### src/rtl/weight_fetch_ctrl.sv
// Purpose: streams DEPTH weight words, in ascending address order, from a negedge-clocked BRAM onto a valid/ready stream.
// Latency: one cycle from read issue to capture; first word valid one cycle after START; sustains 1 word/cycle.
// Backpressure: reads are issued only while the 2-entry skid FIFO plus the in-flight read leave room; W_DATA holds until accepted.
//
// Ports:
//   CLK, RST_N        - clock, asynchronous active-low reset
//   START             - begin a full pass (sampled in IDLE only)
//   BUSY, DONE        - pass in progress / one-cycle end-of-pass pulse
//   BRAM_ADDR/EN/WE   - registered BRAM read port (WE always 0)
//   BRAM_DO           - BRAM read data, valid the cycle after a read
//   W_DATA/IDX/LAST   - FIFO head: weight, its address, last-word marker
//   W_VALID, W_READY  - stream handshake
module weight_fetch_ctrl #(
  parameter int DEPTH = 28,
  parameter int AW    = 5,
  parameter int DW    = 16
) (
  input  logic          CLK,
  input  logic          RST_N,
  input  logic          START,
  output logic          BUSY,
  output logic          DONE,
  output logic [AW-1:0] BRAM_ADDR,
  output logic          BRAM_EN,
  output logic          BRAM_WE,
  input  logic [DW-1:0] BRAM_DO,
  output logic [DW-1:0] W_DATA,
  output logic [AW-1:0] W_IDX,
  output logic          W_LAST,
  output logic          W_VALID,
  input  logic          W_READY
);

  localparam logic [AW-1:0] LAST_ADDR = AW'(DEPTH - 1);

  typedef enum logic [1:0] {IDLE, FETCH, DRAIN} state_t;

  state_t        state, state_nxt;
  logic          issue;
  logic [AW-1:0] addr_nxt;
  logic          done_nxt;

  // 2-entry FIFO holding captured words and the address they came from
  logic [DW-1:0] fifo_dat [2];
  logic [AW-1:0] fifo_idx [2];
  logic          wr_ptr, rd_ptr;
  logic [1:0]    fifo_cnt;

  logic          push, pop, room;
  logic [2:0]    occ;

  // A read issued on the previous edge is always captured on this one,
  // so BRAM_EN doubles as the in-flight flag.
  assign push = BRAM_EN;
  assign pop  = W_VALID & W_READY;

  // Occupancy after this edge if nothing new is issued; keep it below 2
  // so the read issued now still has a slot when it lands.
  assign occ  = 3'(fifo_cnt) + 3'(BRAM_EN) - 3'(pop);
  assign room = (occ < 3'd2);

  assign BUSY    = (state != IDLE);
  assign W_VALID = (fifo_cnt != 2'd0);
  assign W_DATA  = fifo_dat[rd_ptr];
  assign W_IDX   = fifo_idx[rd_ptr];
  assign W_LAST  = W_VALID && (W_IDX == LAST_ADDR);

  always_ff @(posedge CLK or negedge RST_N) begin
    if (!RST_N) state <= IDLE;
    else        state <= state_nxt;
  end

  always_comb begin
    state_nxt = state;
    issue     = 1'b0;
    addr_nxt  = BRAM_ADDR;
    done_nxt  = 1'b0;
    case (state)
      IDLE: begin
        if (START) begin
          issue     = 1'b1;
          addr_nxt  = '0;
          state_nxt = (LAST_ADDR == '0) ? DRAIN : FETCH;
        end
      end
      FETCH: begin
        if (room) begin
          issue    = 1'b1;
          addr_nxt = BRAM_ADDR + AW'(1);
          if (addr_nxt == LAST_ADDR) state_nxt = DRAIN;
        end
      end
      DRAIN: begin
        if (pop && W_LAST) begin
          state_nxt = IDLE;
          done_nxt  = 1'b1;
        end
      end
      default: state_nxt = IDLE;
    endcase
  end

  always_ff @(posedge CLK or negedge RST_N) begin
    if (!RST_N) begin
      BRAM_ADDR <= '0;
      BRAM_EN   <= 1'b0;
      BRAM_WE   <= 1'b0;
      DONE      <= 1'b0;
    end else begin
      BRAM_ADDR <= addr_nxt;
      BRAM_EN   <= issue;
      BRAM_WE   <= 1'b0;
      DONE      <= done_nxt;
    end
  end

  always_ff @(posedge CLK or negedge RST_N) begin
    if (!RST_N) begin
      fifo_dat[0] <= '0;
      fifo_dat[1] <= '0;
      fifo_idx[0] <= '0;
      fifo_idx[1] <= '0;
      wr_ptr      <= 1'b0;
      rd_ptr      <= 1'b0;
      fifo_cnt    <= 2'd0;
    end else begin
      if (push) begin
        fifo_dat[wr_ptr] <= BRAM_DO;
        fifo_idx[wr_ptr] <= BRAM_ADDR;
        wr_ptr           <= ~wr_ptr;
      end
      if (pop) rd_ptr <= ~rd_ptr;
      case ({push, pop})
        2'b10:   fifo_cnt <= fifo_cnt + 2'd1;
        2'b01:   fifo_cnt <= fifo_cnt - 2'd1;
        default: fifo_cnt <= fifo_cnt;
      endcase
    end
  end

  overflow_chk: assert property (@(posedge CLK) disable iff (!RST_N)
    !(push && !pop && fifo_cnt == 2'd2));

endmodule

### config.mk
export PLATFORM = sky130hd
export DESIGN_NAME = weight_fetch_ctrl
export DESIGN_NICKNAME = d
export VERILOG_FILES = /design/src/rtl/weight_fetch_ctrl.sv
export SDC_FILE = /design/constraint.sdc
export NUM_CORES = 1
export LEC_CHECK = 0
export ABC_AREA = 1
export CORE_ASPECT_RATIO = 1.75
export CORE_MARGIN = 3
export CORE_UTILIZATION = 25
export DETAILED_ROUTE_END_ITERATION = 10
export PLACE_DENSITY_LB_ADDON = 0.3
export SKIP_LAST_GASP = 1
export SYNTH_ARGS = -nofsm -noshare
export SYNTH_HDL_FRONTEND = slang
export SYNTH_SLANG_ARGS = --single-unit
### constraint.sdc
create_clock -name CLK -period 4 [get_ports CLK]
set_input_delay 1 -clock CLK [delete_from_list [all_inputs] [get_ports CLK]]
set_output_delay 1 -clock CLK [all_outputs]
set_load 0.01 [all_outputs]
; After elaboration in Yosys (flattened, before gate mapping)
; Index checks and enable logic that the tools add are counted.
; Widths: inputs -> output; s select.
[classes]
addsub = 5
n_lt_le_gt_ge = 4
n_eq_ne = 10
muxes = 26
bitwise = 5
n_reduce_logical = 10
[op_table]
columns = operator, count
row1 = $mux 16, 4
row2 = $bwmux 32, 1
row3 = $mux 5, 6
row4 = $demux 16 s1, 1
row5 = $bwmux 10, 1
row6 = $eq 5x5->1 const B, 2
row7 = $pmux 5 s2, 1
row8 = $mux 2, 4
row9 = $ne 2x2->1 const B, 4
row10 = $reduce_bool 2->1, 4
row11 = $pmux 2 s3, 1
row12 = $add 5x1->5 const B, 1
row13 = $demux 5 s1, 1
row14 = $eq 2x1->1 const B, 2
row15 = $eq 2x2->1 const B, 2
row16 = $ge 2x2->1 const B, 2
row17 = $mux 1, 4
row18 = $not 1->2, 2
row19 = $pmux 2 s2, 1
row20 = $reduce_and 4->1, 1
row21 = $add 2x1->3, 1
row22 = $logic_and 1x1->1, 3
row23 = $lt 3x2->1 const B, 1
row24 = $reduce_and 3->1, 1
row25 = other kinds (8), 9
[totals]
register_bits = 55
inputBits = 20
out_inout_bits = 32
elab_cells = 71

; Longest topological paths before layout
[logic_depth]
word_depth = 9
depth_mapped = 15
mapped_depth_nobuf = 15

; Least setup slack after synthesis
; Ideal clock, no wire load.
[synth_timing]
kind = input -> register
startpoint = input W_READY
endpoint = register BRAM_ADDR[0]
setup_ns = 0.133
arrival_ns = 2.420
required_ns = 3.867
path_slack_ns = 1.447
stages = 9
n_path_buf = 0
cell_sequence = or2_2 nand2_1 nand2_1 fa_1 nand3_1 nor2_1 nor2_1 nand2_1 o21ai_0
[synth_via]
elab_chain_cells = 5
[synth_lines]
columns = item, line_no
row1 = from (decl), 31  ; input logic W_READY
row2 = $and 1x1->1, 55  ; assign pop = W_VALID & W_READY;
row3 = $sub 3x1->3, 59  ; assign occ = 3'(fifo_cnt) + 3'(BRAM_EN) - 3'(pop);
row4 = $lt 3x2->1, 60  ; assign room = (occ < 3'd2);
row5 = $ne 2x2->1 (no source line), n/a
row6 = $reduce_and 3->1 (no source line), n/a
row7 = to (signal assigned), 110  ; BRAM_ADDR <= addr_nxt;
row8 = to (decl), 23  ; output logic [AW-1:0] BRAM_ADDR,
; No other way between the ends.
; A chain may end at the register's enable or synchronous reset.

; Worst setup path in the final report
[layout_timing]
startpoint = register rd_ptr
endpoint = output W_LAST
[layout_via]
elab_chain_cells = 6
[layout_lines]
columns = item, line_no
row1 = from (decl), 46  ; logic wr_ptr, rd_ptr;
row2 = from (signal assigned), 132  ; if (pop) rd_ptr <= ~rd_ptr;
row3 = $not 1->2 (implied by the code), 65  ; assign W_IDX = fifo_idx[rd_ptr];
row4 = $mux 5 (implied by the code) (3 in a row), 65
row5 = $eq 5x5->1, 66  ; assign W_LAST = W_VALID && (W_IDX == LAST_ADDR);
row6 = $logic_and 1x1->1, 66
row7 = to (decl), 29  ; output logic W_LAST,
; No other way between the ends. The select of a mux whose other input is x is not followed.

==> out/qor.log <==
INFO  worst_setup_path critical-path-max-stage-delay=0.54ns
INFO  grt            vias_in_the_first_global_route=2097
INFO  routing        detailroute.via_count=2113
INFO  worst_setup_path cp_slowest_cell=sky130_fd_sc_hd__clkdlybuf4s50_1
INFO  flow_run       cap_viol_max_count=0
INFO  clock_tree     tritoncts=yes
INFO  grt            grt_start_max_net_pins=44
INFO  power_and_ir_drop peak_supply_drop=339uV
INFO  timing         slew-limit-headroom=29.0%
INFO  synth          synthXorXnorAreaFrac=0.664%
INFO  worst_setup_path end_kind=output pin
INFO  synth          netlist.area_leader.share=52.2%
INFO  power_and_ir_drop seq_power_share=34.9%
INFO  power_and_ir_drop leakage=1.65nW
INFO  clock_tree     clk_transition_reported_paths=0.07ns
INFO  floorplanning  start_util=25.6%
INFO  final_layout   mostFrequentLayoutCells=sky130_fd_sc_hd__nand2_1 (135), sky130_fd_sc_hd__dfrtp_1 (55), sky130_fd_sc_hd__clkdlybuf4s50_1 (49)
INFO  routing        post_dr_wirelength_cell=12.4um
INFO  timing         final_setup_viols=0
INFO  synth          sequential_to_total_area_share_from_yosys_stat=52.2%
INFO  worst_setup_path worstPathCellList=inv_2 > nand2_1 > nand2_1 > nand2_1 > nor2_1 > and2_1 > clkdlybuf4s50_1
INFO  synth          synth_top_area_cell=sky130_fd_sc_hd__dfrtp_1
INFO  timing         grt_setup_unrepaired=no
INFO  clock_tree     ctsRootBufferMaster=sky130_fd_sc_hd__clkbuf_16
INFO  worst_setup_path worst_ep_required_time=3.00ns
INFO  worst_setup_path setup.worst_path.start_class=register
INFO  timing         post-route-min-period=3.20ns
INFO  clock_tree     clkLatencyLatePin=0.29ns
INFO  routing        drt_iter0_markers=107
INFO  final_layout   final_common_cell=sky130_fd_sc_hd__nand2_1
INFO  final_layout   antenna_cells=0
INFO  floorplanning  core_footprint=10300um2
INFO  routing        drt_drc_violations_left=0
INFO  timing         finalSetupTns=0ns
INFO  final_layout   area_grow_syn2layout=27.5%
INFO  timing         worst_hold_slack=0.482ns
INFO  timing         achievable-frequency=313MHz
INFO  synth          cells_after_synth=320
INFO  final_layout   filler_cell_count=1111
INFO  synth          synthesis.nets=343
INFO  synth          async_flop_share=100%
INFO  timing         worst_pin_slew=1.07ns
INFO  clock_tree     htree_levels=2
INFO  synth          synth_adder_area_share=1.71%
INFO  floorplanning  die_outline_width=83.6um
INFO  clock_tree     cts_inserted_buffers=5
INFO  routing        detail-route-antenna-nets=0
INFO  floorplanning  boundaryPins=52
INFO  synth          ys_ff_latch=55
INFO  clock_tree     cts-root-to-sink-buffers=2
INFO  grt            grt_antenna_before_repair=0
INFO  place          dp.final_hpwl=4230um
INFO  floorplanning  dieArea=11900um2
INFO  routing        viasPerCell=4.28
INFO  floorplanning  num_rows=49
INFO  routing        drtPass1Iterations=4
INFO  synth          synth_mux_area_share=0%
INFO  power_and_ir_drop share_comb_of_total_power=48.9%
INFO  synth          synth_enable_flop_cells=0
INFO  power_and_ir_drop powerDensity=817nW/um2
INFO  clock_tree     cts.sinks=55
INFO  floorplanning  fp.dieH=142um
INFO  synth          synth-warning-count=0
INFO  place          portBuffers=50
INFO  grt            first_pass_grt_wire_length=10400um
INFO  synth          synth_simple_gate_area_share=23.7%
INFO  synth          compound_gate_fraction_of_synth_area=12.1%
INFO  power_and_ir_drop switching_power=1.10mW
INFO  worst_setup_path worst-path-max-fanout=23
INFO  clock_tree     cts.hold.buffers_added=0
INFO  routing        postRouteWirelength=6130um
INFO  final_layout   layout-drive-gt1-share=10.4%
INFO  place          routabilityCongestion=0.772
INFO  grt            global_route.usage.total=11.1%
INFO  synth          netlist_top_cells_area=sky130_fd_sc_hd__dfrtp_1 (52%), sky130_fd_sc_hd__nand2_1 (19%), sky130_fd_sc_hd__o21ai_2 (7.0%)
INFO  power_and_ir_drop power_switching_share=40.1%
INFO  grt            gr-total-overflow=0
INFO  power_and_ir_drop share_clk_of_total_power=16.2%
INFO  synth          syn-cell-area=2640um2
INFO  clock_tree     post-cts-setup-buffers=0
INFO  clock_tree     cts-resized-gates=0
INFO  worst_setup_path worst_path_most_repeated_cell=sky130_fd_sc_hd__nand2_1
INFO  timing         hold_violations=0
INFO  synth          synth_cell_type_count=22
INFO  worst_setup_path crit_arrival=2.20ns
INFO  timing         timing.final.max_slew_violations=0
INFO  hold_path      holdCritPathClass=register to register
INFO  run_status     outcome=finished, final reports clean
INFO  timing         finalClockSkew=0.00483ns
INFO  synth          synth_area_per_cell=8.24um2
INFO  final_layout   fin_nets=389
INFO  power_and_ir_drop power.internal=1.65mW
INFO  worst_setup_path timing.setup.critical_path_class=register to output pin
INFO  synth          postSynth.topFlopCell=sky130_fd_sc_hd__dfrtp_1
INFO  synth          largest_family_of_logic_cells_by_synthesized_area=simple AND/OR/NAND/NOR gates
INFO  timing         final.period_utilization=80.0%
-- routing by layer --
layer / wire length (um) / share of wire, % / up-vias / track usage (%)
met2: 3260 / 53 / 44 / 20.2
met5: 0 / 0 / - / 0
li1: - / - / 1072 / -
met1: 2570 / 42 / 992 / 12.6
met4: 112 / 1.8 / 0 / 4.32
met3: 180 / 2.9 / 5 / 2.27
-- stage by stage --
step                      area, um2  setup slack, ns  total power, mW  instances  util [%]
after floorplan                2640             1.45             1.80        320         -
after global placement         3210            0.902             2.31        486      31.1
after detailed placement       3210            0.870             2.34        486      31.1
after CTS                      3360            0.747             2.80        494      32.6
after global routing           3360            0.636             3.00        494      32.6
final                          3360            0.801             2.75        494      32.6
-- sequential cells by signal, indices dropped and copies added (netlist names) --
| name | cells |
|---|---|
| fifo_dat | 32 |
| fifo_idx | 10 |
| BRAM_ADDR | 5 |
| fifo_cnt | 2 |
| state | 2 |
| BRAM_EN | 1 |
| DONE | 1 |
| rd_ptr | 1 |
| wr_ptr | 1 |
-- cell type report --
| class | count | area (um2) | share of cell area (%) |
|---|---|---|---|
| tap | 127 | 159 | 4.73 |
| timing repair buffer | 53 | 518 | 15.4 |
| clock inverter | 2 | 16.3 | 0.484 |
| inverter | 38 | 143 | 4.24 |
| multi-input combinational | 213 | 1010 | 30.1 |
| sequential | 55 | 1380 | 40.9 |
| clock buffer | 6 | 139 | 4.13 |
-- power groups by stage --
stage / Combinational (mW) / Sequential (mW) / Clock [mW]
after floorplan: 0.856 / 0.941 / 0
after global placement: 1.35 / 0.960 / 0
after detailed placement: 1.37 / 0.967 / 0
after CTS: 1.38 / 0.958 / 0.468
after global routing: 1.52 / 0.996 / 0.484
final: 1.34 / 0.957 / 0.446
-- path summary, 6_finish.rpt --
path | from | end | slack, ns | cells after the start
max | rd_ptr | W_LAST | 0.80 | 7
min | fifo_idx[9] | fifo_idx[9] | 0.48 | 2
max reg2reg | fifo_cnt[1] | BRAM_ADDR[0] | 1.79 | 13
min reg2reg | fifo_idx[9] | fifo_idx[9] | 0.48 | 2
max in group asynchronous | RST_N | fifo_dat[19] | 2.47 | 2
min in group asynchronous | RST_N | wr_ptr | 0.70 | 1
-- kinds of logic (layout without fill, tap and decap cells) --
group | Yosys count | count (layout)
fa+ha+maj | 3 | 3
other cells | 1 | 1
xor+xnor | 2 | 2
flops | 55 | 55
compound gates | 48 | 48
buf+inv | 52 | 99
simple gates | 159 | 159
-- critical path, delay by kind of cell, from the launching register on --
kind | cells | cell delay, ns
buf+inv | 2 | 0.92
simple gates | 5 | 0.59
flops | 1 | 0.38
-- cell usage after synthesis, drive strengths merged, types with 2 or more instances --
library cell and n:
nor2 9, nand2 135, dfrtp 55, buf 10, inv 38, or2 3
ha 2, and2 2, nand3 7, xor2 2, o21ai 47, clkbuf 4
nand4 3
No activity file was read; power rests on OpenSTA's default activity.
